--- config.mk ---
export PLATFORM = sky130hd
export DESIGN_NAME = core_run_ctrl
export DESIGN_NICKNAME = d
export VERILOG_FILES = /design/src/rtl/core_run_ctrl.sv
export SDC_FILE = /design/constraint.sdc
export NUM_CORES = 1
export LEC_CHECK = 0
export BUFFER_PORTS_ARGS = -buffer_cell sky130_fd_sc_hd__buf_2
export CORE_UTILIZATION = 40
export DETAILED_ROUTE_END_ITERATION = 6
export PLACE_DENSITY = 0.65
export SETUP_SLACK_MARGIN = 0.4
export SYNTH_ARGS = -nofsm -noshare
export SYNTH_HDL_FRONTEND = slang
export SYNTH_SLANG_ARGS = --single-unit
--- constraint.sdc ---
create_clock -name clk_i -period 2.45 [get_ports clk_i]
set_input_delay 0 -clock clk_i [delete_from_list [all_inputs] [get_ports clk_i]]
set_output_delay 0 -clock clk_i [all_outputs]
set_load 0.005 [all_outputs]
--- src/rtl/core_run_ctrl.sv ---
// core_run_ctrl: streams a host program into imem, holds the core in reset, then runs it.
// Optional single-step while halted is enabled by defining STEP_EN.
module core_run_ctrl #(
  parameter int ADDR_W     = 8,
  parameter int INSTR_W    = 32,
  parameter int IMEM_DEPTH = 256,
  parameter int RST_HOLD   = 4,
  parameter int CNT_W      = 16
) (
  input  logic               clk_i,
  input  logic               rst_i,
  input  logic               host_start_i,
  input  logic [ADDR_W:0]    host_len_i,
  input  logic               host_valid_i,
  input  logic [INSTR_W-1:0] host_data_i,
  output logic               host_ready_o,
  output logic               imem_we_o,
  output logic [ADDR_W-1:0]  imem_addr_o,
  output logic [INSTR_W-1:0] imem_wdata_o,
  input  logic [CNT_W-1:0]   run_cycles_i,
  input  logic               halt_i,
`ifdef STEP_EN
  input  logic               step_i,
`endif
  output logic               core_rst_o,
  output logic               core_run_o,
  output logic [CNT_W-1:0]   cycle_cnt_o,
  output logic [2:0]         state_o,
  output logic               done_o
);

  localparam logic [2:0] S_IDLE = 3'd0;
  localparam logic [2:0] S_LOAD = 3'd1;
  localparam logic [2:0] S_HOLD = 3'd2;
  localparam logic [2:0] S_RUN  = 3'd3;
  localparam logic [2:0] S_HALT = 3'd4;

  localparam int HW = (RST_HOLD > 1) ? $clog2(RST_HOLD) : 1;
  localparam logic [HW-1:0] HOLD_LAST = HW'(RST_HOLD - 1);
  localparam logic [ADDR_W:0] DEPTH = (ADDR_W+1)'(IMEM_DEPTH);

  logic [2:0]         state_q, state_d;
  logic [ADDR_W:0]    len_q, len_d;
  logic [ADDR_W:0]    wcnt_q, wcnt_d;
  logic [HW-1:0]      hcnt_q, hcnt_d;
  logic [CNT_W-1:0]   budget_q, budget_d;
  logic [CNT_W-1:0]   cnt_q, cnt_d;
  logic               ready_q, ready_d;
  logic               we_q, we_d;
  logic [ADDR_W-1:0]  addr_q, addr_d;
  logic [INSTR_W-1:0] wdata_q, wdata_d;
  logic               crst_q, crst_d;
  logic               run_q, run_d;
  logic               done_q, done_d;

  logic [ADDR_W:0]    len_in;
  logic [ADDR_W:0]    wcnt_nxt;
  logic [CNT_W-1:0]   cnt_inc;
  logic               accept;
  logic               term;
  logic               bad_state;
  logic               step_fire;

  assign len_in    = (host_len_i > DEPTH) ? DEPTH : host_len_i;
  assign wcnt_nxt  = wcnt_q + 1'b1;
  assign cnt_inc   = (&cnt_q) ? cnt_q : cnt_q + 1'b1;
  assign accept    = host_valid_i & ready_q;
  assign term      = (budget_q != '0) && (cnt_q == budget_q - 1'b1);
  assign bad_state = (state_q > S_HALT);

`ifdef STEP_EN
  logic step_q;
  assign step_fire = (state_q == S_HALT) & ~host_start_i & step_i & ~step_q;

  always_ff @(posedge clk_i or posedge rst_i) begin
    if (rst_i) step_q <= 1'b0;
    else       step_q <= step_i;
  end
`else
  assign step_fire = 1'b0;
`endif

  always_ff @(posedge clk_i or posedge rst_i) begin
    if (rst_i) begin
      state_q  <= S_IDLE;
      len_q    <= '0;
      wcnt_q   <= '0;
      hcnt_q   <= '0;
      budget_q <= '0;
      cnt_q    <= '0;
    end else begin
      state_q  <= state_d;
      len_q    <= len_d;
      wcnt_q   <= wcnt_d;
      hcnt_q   <= hcnt_d;
      budget_q <= budget_d;
      cnt_q    <= cnt_d;
    end
  end

  always_comb begin
    state_d  = state_q;
    len_d    = len_q;
    wcnt_d   = wcnt_q;
    hcnt_d   = hcnt_q;
    budget_d = budget_q;
    cnt_d    = cnt_q;
    unique case (state_q)
      S_IDLE: begin
        if (host_start_i) begin
          len_d   = len_in;
          wcnt_d  = '0;
          state_d = (len_in == '0) ? S_HOLD : S_LOAD;
        end
      end
      S_LOAD: begin
        if (accept) begin
          wcnt_d = wcnt_nxt;
          if (wcnt_nxt == len_q) state_d = S_HOLD;
        end
      end
      S_HOLD: begin
        if (hcnt_q == HOLD_LAST) begin
          state_d  = S_RUN;
          budget_d = run_cycles_i;
          cnt_d    = '0;
        end else begin
          hcnt_d = hcnt_q + 1'b1;
        end
      end
      S_RUN: begin
        cnt_d = cnt_inc;
        if (halt_i || term) state_d = S_HALT;
      end
      S_HALT: begin
        if (host_start_i) begin
          len_d   = len_in;
          wcnt_d  = '0;
          state_d = (len_in == '0) ? S_HOLD : S_LOAD;
        end else if (run_q) begin
          // a single-step pulse is accounted for as it retires
          cnt_d = cnt_inc;
        end
      end
      default: begin
        state_d = S_IDLE;
        cnt_d   = '0;
      end
    endcase
    if (state_d == S_HOLD && state_q != S_HOLD) hcnt_d = '0;
  end

  always_comb begin
    ready_d = (state_d == S_LOAD);
    we_d    = 1'b0;
    addr_d  = addr_q;
    wdata_d = wdata_q;
    if (state_q == S_LOAD && accept) begin
      we_d    = 1'b1;
      addr_d  = wcnt_q[ADDR_W-1:0];
      wdata_d = host_data_i;
    end
    if (bad_state) begin
      addr_d  = '0;
      wdata_d = '0;
    end
    crst_d = (state_d == S_IDLE) | (state_d == S_LOAD) | (state_d == S_HOLD);
    run_d  = (state_d == S_RUN) | step_fire;
    done_d = (state_d == S_HALT);
  end

  always_ff @(posedge clk_i or posedge rst_i) begin
    if (rst_i) begin
      ready_q <= 1'b0;
      we_q    <= 1'b0;
      addr_q  <= '0;
      wdata_q <= '0;
      crst_q  <= 1'b1;
      run_q   <= 1'b0;
      done_q  <= 1'b0;
    end else begin
      ready_q <= ready_d;
      we_q    <= we_d;
      addr_q  <= addr_d;
      wdata_q <= wdata_d;
      crst_q  <= crst_d;
      run_q   <= run_d;
      done_q  <= done_d;
    end
  end

  assign host_ready_o = ready_q;
  assign imem_we_o    = we_q;
  assign imem_addr_o  = addr_q;
  assign imem_wdata_o = wdata_q;
  assign core_rst_o   = crst_q;
  assign core_run_o   = run_q;
  assign cycle_cnt_o  = cnt_q;
  assign state_o      = state_q;
  assign done_o       = done_q;

endmodule
# Word-level counts from Yosys, hierarchy flattened
# Index checks and enable logic that the tools add are counted.
[op_classes]
addsub = 4
mul = 0
n_div = 0
order_cmp = 2
n_eq_ne = 18
shifts = 0
muxes = 24
bitwise_logic = 4
reduce_logical = 19
[op_table]
columns = ["cell", "n"]
rows = [
  ["2-to-1 mux 16 bit", 4],
  ["2-to-1 mux 32 bit", 2],
  ["case mux 16 bit (4 select lines)", 1],
  ["2-to-1 mux 9 bit", 3],
  ["case mux 9 bit (2 select lines)", 1],
  ["adder 16 x 1 -> 16 bit (second input constant)", 1],
  ["== test 16 bit", 1],
  ["2-to-1 mux 8 bit", 2],
  ["AND reduction 16 bit", 1],
  ["nonzero test 16 bit", 1],
  ["subtractor 16 x 1 -> 16 bit (second input constant)", 1],
  ["2-to-1 mux 3 bit", 5],
  ["== test 3 x 2 -> 1 bit (second input constant)", 4],
  ["case mux 3 bit (4 select lines)", 1],
  ["adder 9 x 1 -> 9 bit (second input constant)", 1],
  ["== test 9 bit", 1],
  ["> comparator 9 bit (second input constant)", 1],
  ["logical NOT 9 bit", 1],
  ["2-to-1 mux 2 bit", 4],
  ["!= test 2 bit (second input constant)", 4],
  ["== test 3 x 1 -> 1 bit (second input constant)", 2],
  ["== test 3 bit (second input constant)", 2],
  ["logical NOT 3 bit", 2],
  ["AND reduction 2 bit", 3],
  ["15 further kinds", 22],
]
[totals]
regBits = 100
latchBits = 0
ram_bits = 0
mem_bits_ro = 0
input_bits = 62
output_inout_bits = 64
word_cells = 84
n_memories = 0

# Logic depth before layout (Yosys ltp)
# Gate-level depths: netlist of the first run.
[depth]
ltp_word = 10
ltp_mapped = 10

# Worst setup path after synthesis of the first run
# Ideal clock, no wire load.
[synth_path]
kind = "register to register"
start = "reg budget_q[0]"
end = "reg state_q[0] (netlist: state_o[0])"
setup_ps = 126
t_arrival_ps = 2125
required_ps = 2324
path_slack_ps = 199
stages_incl_launch_ff = 10
path_buffers = 0
synth_period_minus_slack_ps = 2251
path_cell_list = "dfrtp_1 inv_1 ha_1 nor2b_2 and3_1 o2111a_1 nor2_1 nor4b_2 a41oi_2 a311o_1"
[synth_between]
elab_chain_cells = 6
word_cells_on_any_way = 7
cone_classes = "add/sub: 1; eq/ne: 1; mux: 2; reduce/logical: 3"
[synth_lines]
columns = ["element", "line", "text"]
rows = [
  ["from (decl)", "46", "logic [CNT_W-1:0] budget_q, budget_d;"],
  ["from (signal assigned)", "96", "budget_q <= budget_d;"],
  ["subtractor 16 x 1 -> 16 bit", "68", "assign term = (budget_q != '0) && (cnt_q == budget_q - 1'b1);"],
  ["== test 16 bit", "68", ""],
  ["logical AND 1 bit *", "68", ""],
  ["logical OR 1 bit *", "133", "if (halt_i || term) state_d = S_HALT;"],
  ["2-to-1 mux 3 bit *", "133", ""],
  ["case mux 3 bit (4 select lines) *", "108", "unique case (state_q)"],
  ["via state_d[0]", "42", "logic [2:0] state_q, state_d;"],
  ["to (signal assigned)", "92", "state_q <= state_d;"],
  ["to (decl)", "42", ""],
]
# Mark *: on every way through the listed nets, which the timed path passes. The rest lies on a longest branch.
# A chain may end at the register's enable or synchronous reset.

# Final worst setup path of the first run
[layout_path]
start = "reg budget_q[5]"
end = "reg state_q[0] (netlist: state_o[0])"
# The elaborated chain is that of the path after synthesis.

==> impl_metrics.yaml, run 1 <==
outcome:
  status: "finished, final reports clean"
die:
  design.portCount: 126
  die_x_um: 116
  fp.dieH_um: 116
  initial_core_util_pct: 41.1
  die-area_um2: 13400
  coreArea_um2: 12600
  rows: 41
yosys:
  yosys_register_bits: 100
  seq_area_frac_synth_pct: 48.3
  synth_top_flop_cell: "dfrtp_1"
  syn-cell-area_um2: 5190
  synthCells: 568
  async_flop_share_pct: 100
  synth.distinct_cells: 66
  syn_avg_cell_area_um2: 9.13
  syn_nets: 634
  synth-edff-count: 0
  ys.warnings.count: 0
timing:
  post-route-min-period_ns: 2.26
  finalClockSkew_ns: 0.00815
  worst_pin_slew_ns: 0.596
  max_slew_margin_pct: 60.3
  rsz0062_at_grt: "yes"
  setup_violations: 0
  final_hold_viol_count: 0
  tns_ns: 0
  finalCritPeriodShare_pct: 92.4
  slew_viol_final: 0
  max_clock_freq_mhz: 442
clocking:
  cts_tree: "yes"
  htreeDepth: 3
  max-clock-path-buffers: 2
  insertion_delay_ns: 0.36
  cts_sinks: 100
  numCtsBuffers: 9
  root_buffer: "clkbuf_16"
  clkSlewWorstSetupHoldPaths_ns: 0.07
grt:
  overflow: 0
  grt_pass1_wl_mm: 22.8
  grt_pass1_vias: 4749
  grt_antenna_before_repair: 0
  grt_max_degree: 101
  gr-usage-all-layers_pct: 21.8
detailed_routing:
  wirelength_mm: 14.4
  ant_nets: 0
  vias_per_cell: 5.13
  drtIter0Drc: 268
  route.detailed.drc: 0
  drt-pass1-iter-count: 5
  wl_per_cell_um: 15.1
  vias: 4893
final_layout:
  layout.nets: 842
  fillers: 1097
  syn_to_final_growth_pct: 42.7
  instances_no_fill: 953
  drive_gt1_share_pct: 32.1
  fin_util_pct: 58.6
  layout_common_cells: "nand2_1, buf_2, dfrtp_1"
  layout_commonest_cell: "nand2_1"
  diodes: 0
setup_path:
  slowest_stage: "dfrtp_2"
  crit_fanout: 4
  worstSetupPathType: "register to register"
  max_stage_delay_ns: 0.44
  start_kind: "register"
  arrival_ns: 2.50
  endpoint_kind: "register"
  cp.required_ns: 2.69
  worstPathCellList: "nor4_4 -> nand4_4 -> buf_6 -> xor2_2 -> mux2i_4 -> o22ai_2 -> a41oi_2 -> a311o_1"
power:
  p_total_mw: 6.12
  power_density_nw_per_um2: 827
  p_leak_nw: 3.57
  peakVddDrop_mv: 0.604
placement:
  gp_congestion: 0.941
  dpl.cell_count: 852
  portBuffers: 125
  dp_hpwl_mm: 9.08
job:
  cap_violations: 0
min_path:
  hold_path_class: "input pin to register"
## metrics by stage
stage	hold slack, ns	setup WS (ns)	area (um2)
3_5_place_dp	0.193	0.0894	6080
5_1_grt	0.0881	0.0983	7400
3_3_place_gp	0.188	0.168	6080
4_1_cts	0.128	0.215	7170
6_report	0.0744	0.187	7400
2_1_floorplan	0.105	0.303	5200
## metal layers
metal / share of wire, % / wire (um) / GRT usage [%]
met1: 42 / 6060 / 26.8
met2: 51 / 7390 / 37.3
met3: 4.7 / 675 / 5.54
met4: 1.9 / 280 / 7.26
met5: 0 / 0 / 0
## flip-flops by register name, indices dropped and copies added, names as in the netlist
register / count
host_ready_o: 1
wcnt_q: 9
core_run_o: 1
state_o: 3
imem_wdata_o: 32
imem_addr_o: 8
len_q: 9
budget_q: 16
core_rst_o: 1
imem_we_o: 1
done_o: 1
hcnt_q: 2
cycle_cnt_o: 16
## layout make-up
cell class                      instances  area, um2  share of cell area (%)
Clock buffer                           11        253                    3.42
Clock inverter                          5       33.8                   0.457
Inverter                               11       45.0                   0.609
Multi-Input combinational cell        426       2750                    37.2
Sequential cell                       100       2520                    34.0
Tap cell                              172        215                    2.91
Timing Repair Buffer                  228       1580                    21.4
## cell families after synthesis
logic type	count (synthesis)	share of synthesized area, %
simple gates	292	27.4
buf+inv	42	3.23
xor+xnor	36	6.37
flops	100	48.3
compound gates	72	9.17
fa+ha+maj	4	0.965
mux	22	4.61
## worst max-delay path, delay by kind of cell, from the launching register on
| kind | cells | cell delay (ns) |
|---|---|---|
| AOI/OAI and AO/OA | 3 | 0.74 |
| and+or+nand+nor | 2 | 0.55 |
| DFF | 1 | 0.44 |
| buffers and inverters | 1 | 0.16 |
| xor gates and xnor gates | 1 | 0.16 |
| muxes | 1 | 0.09 |
## repair_timing
action | CTS | global route
pin swaps | 9 | 17
resized for setup | 17 | 36
setup endpoints to repair | 22 | 70
hold buffers | 60 | 0
endpoints found under the hold margin | 158 | 0
buffers inserted | 17 | 8
## cell usage after synthesis (2+ instances only)
| cell type | n | area (um2) |
|---|---|---|
| a21boi_0 | 2 | 15.0 |
| clkbuf_1 | 23 | 86.3 |
| nand2b_1 | 13 | 81.3 |
| o21a_1 | 2 | 15.0 |
| nor4_1 | 5 | 31.3 |
| nand3_1 | 55 | 275 |
| a21oi_1 | 9 | 45.0 |
| and4_1 | 2 | 17.5 |
| mux2_2 | 14 | 158 |
| ha_1 | 4 | 50.1 |
| a41oi_1 | 2 | 17.5 |
| or3_1 | 3 | 18.8 |
| nor2b_1 | 6 | 37.5 |
| o21ai_0 | 31 | 155 |
| xor2_1 | 12 | 105 |
| buf_2 | 4 | 20.0 |
| buf_1 | 2 | 7.51 |
| and2b_1 | 2 | 15.0 |
| inv_1 | 11 | 41.3 |
| nand2_1 | 130 | 488 |
| a31o_2 | 2 | 17.5 |
| xnor2_1 | 23 | 201 |
| and3_1 | 7 | 43.8 |
| o21ai_1 | 2 | 10.0 |
| a31oi_1 | 4 | 25.0 |
| o21bai_1 | 2 | 15.0 |
| mux2i_1 | 7 | 70.1 |
| nor2_1 | 30 | 113 |
| nor3b_1 | 2 | 15.0 |
| dfrtp_1 | 99 | 2480 |
| nor3_1 | 12 | 60.1 |
| nand4_1 | 12 | 75.1 |
## worst paths after layout
check	slack, ns	cells after the start	to	start
min in group asynchronous	0.29	4	budget_q[2]	rst_i
max reg2reg	0.19	8	state_o[0]	budget_q[5]
min	0.07	3	wcnt_q[0]	host_valid_i
max in group asynchronous	1.61	4	budget_q[4]	rst_i
min reg2reg	0.49	2	imem_wdata_o[20]	imem_wdata_o[20]
max	0.19	8	state_o[0]	budget_q[5]
## power breakdown
| group | switching, mW | internal, mW |
|---|---|---|
| clock network | 0.644 | 0.745 |
| registers | 0.366 | 2.11 |
| logic | 1.19 | 1.06 |
| total | 2.20 | 3.92 |
Power figures use the tool's default switching activity.
==> run 2, diff against run 1 <==
- CORE_UTILIZATION: 40 -> 30
- PLACE_DENSITY: 0.65 -> default
==> run 2 against run 1 <==
Net effect: critical path depth up 1; core utilization shrank 15 points; clock skew increased by 0.0035 ns; maximum frequency is 2.4% higher; flip-flop and latch count unchanged; largest power group unchanged; routed wire length is 0.91% lower.
==> impl_metrics.yaml, run 2 (synthesized netlist as in run 1, its figures left out) <==
setup_path:
  rrSetupSlack_ns: 0.24
  cp.required_ns: 2.69
  worstSetupPathType: "register to register"
  crit_fanout: 6
  endpoint_kind: "register"
  r2r_cells: 9
  max_stage_delay_ns: 0.40
  r2r_end: "state_o[0]"
  slowest_stage: "dfrtp_1"
  r2r_start: "budget_q[0]"
  start_kind: "register"
  worstPathCellList: "inv_2 -> ha_4 -> nor2b_4 -> and3_4 -> o2111a_1 -> nor2_2 -> nor4b_4 -> a41oi_2 -> a311o_1"
  arrival_ns: 2.45
final_layout:
  layout_common_cells: "nand2_1, buf_2, dfrtp_1"
  drive_gt1_share_pct: 31.1
  instances_no_fill: 1001
  syn_to_final_growth_pct: 42.2
  layout.nets: 842
  largest_reg_flops: 32
  diodes: 0
  fin_util_pct: 44.0
  fillers: 1617
  layout_commonest_cell: "nand2_1"
grt:
  grt_max_degree: 65
  gr-usage-all-layers_pct: 16.6
  grt_pass1_wl_mm: 23.5
  grt_pass1_vias: 4836
  overflow: 0
  grt_antenna_before_repair: 0
die:
  rows: 47
  coreArea_um2: 16800
  fp.dieH_um: 133
  die_x_um: 133
  die-area_um2: 17800
  initial_core_util_pct: 30.9
  design.portCount: 126
clocking:
  root_buffer: "clkbuf_16"
  cts_tree: "yes"
  numCtsBuffers: 9
  cts_sinks: 100
  htreeDepth: 3
  clkSlewWorstSetupHoldPaths_ns: 0.08
  max-clock-path-buffers: 2
  insertion_delay_ns: 0.35
placement:
  gp_congestion: 0.854
  portBuffers: 125
  dpl.cell_count: 904
  dp_hpwl_mm: 9.32
detailed_routing:
  vias_per_cell: 4.82
  drt-pass1-iter-count: 5
  drtIter0Drc: 190
  wl_per_cell_um: 14.3
  route.detailed.drc: 0
  wirelength_mm: 14.3
  vias: 4828
  ant_nets: 0
timing:
  slew_viol_final: 0
  rsz0062_at_grt: "yes"
  max_slew_margin_pct: 57.2
  finalHoldWorstSlack_ns: 0.00864
  max_clock_freq_mhz: 452
  finalCritPeriodShare_pct: 90.2
  finalClockSkew_ns: 0.0117
  setup_violations: 0
  post-route-min-period_ns: 2.21
  worst_pin_slew_ns: 0.640
  tns_ns: 0
  final_hold_viol_count: 0
min_path:
  hp-start: "host_len_i[8]"
  hold_depth: 2
  hold_path_class: "input pin to register"
  min_to: "len_q[8]"
job:
  cap_violations: 0
outcome:
  status: "finished, final reports clean"
power:
  power_density_nw_per_um2: 813
  peakVddDrop_mv: 0.447
  p_leak_nw: 3.55
  p_total_mw: 6.00
run 2: repair_timing:
item	in CTS	in global routing
endpoints found under the hold margin	71	0
resized for setup	13	22
pin swaps	8	18
endpoints found under the setup margin	19	24
hold buffers	58	0
setup buffers	12	11
run 2: worst max-delay path by stage:
stage	start	end	slack, ns
floorplan	budget_q[0]	state_o[0]	0.30
global placement	budget_q[0]	state_o[0]	0.13
detailed placement	budget_q[0]	state_o[0]	0.09
CTS	budget_q[0]	state_o[0]	0.22
global route	budget_q[0]	state_o[0]	0.11
finish	budget_q[0]	state_o[0]	0.24
run 2: through the flow:
step / setup WS (ns) / area, um2
5_1_grt: 0.111 / 7380
3_3_place_gp: 0.132 / 6170
6_report: 0.239 / 7380
4_1_cts: 0.216 / 7190
3_5_place_dp: 0.0949 / 6170
2_1_floorplan: 0.303 / 5200
run 2: area by class of cell:
cell class / instances / area (um2) / area share, %
Tap cell: 220 / 275 / 3.73
Timing Repair Buffer: 228 / 1570 / 21.3
Sequential cell: 100 / 2510 / 34.1
Inverter: 11 / 45.0 / 0.611
Clock buffer: 10 / 239 / 3.24
Clock inverter: 6 / 53.8 / 0.729
Multi-Input combinational cell: 426 / 2680 / 36.4
run 2: metal layers:
layer,global-route usage [%],share of wire [%],wire [um]
met5,0,0,0
met4,4.36,0.98,140
met3,4.68,4.8,684
met2,27.9,48,6880
met1,20.9,46,6580
run 2: power by group:
part | total (mW) | switching, mW | internal (mW)
sequential | 2.45 | 0.341 | 2.11
clock | 1.43 | 0.686 | 0.740
combinational | 2.12 | 1.14 | 0.985
total | 6.00 | 2.17 | 3.83
run 2: critical path, delay by kind of cell, from the launching register on:
| kind | cells | cell delay, ns |
|---|---|---|
| compound gates | 3 | 0.76 |
| fa+ha+maj | 1 | 0.12 |
| simple gates | 4 | 0.74 |
| buf+inv | 1 | 0.08 |
| flops | 1 | 0.40 |
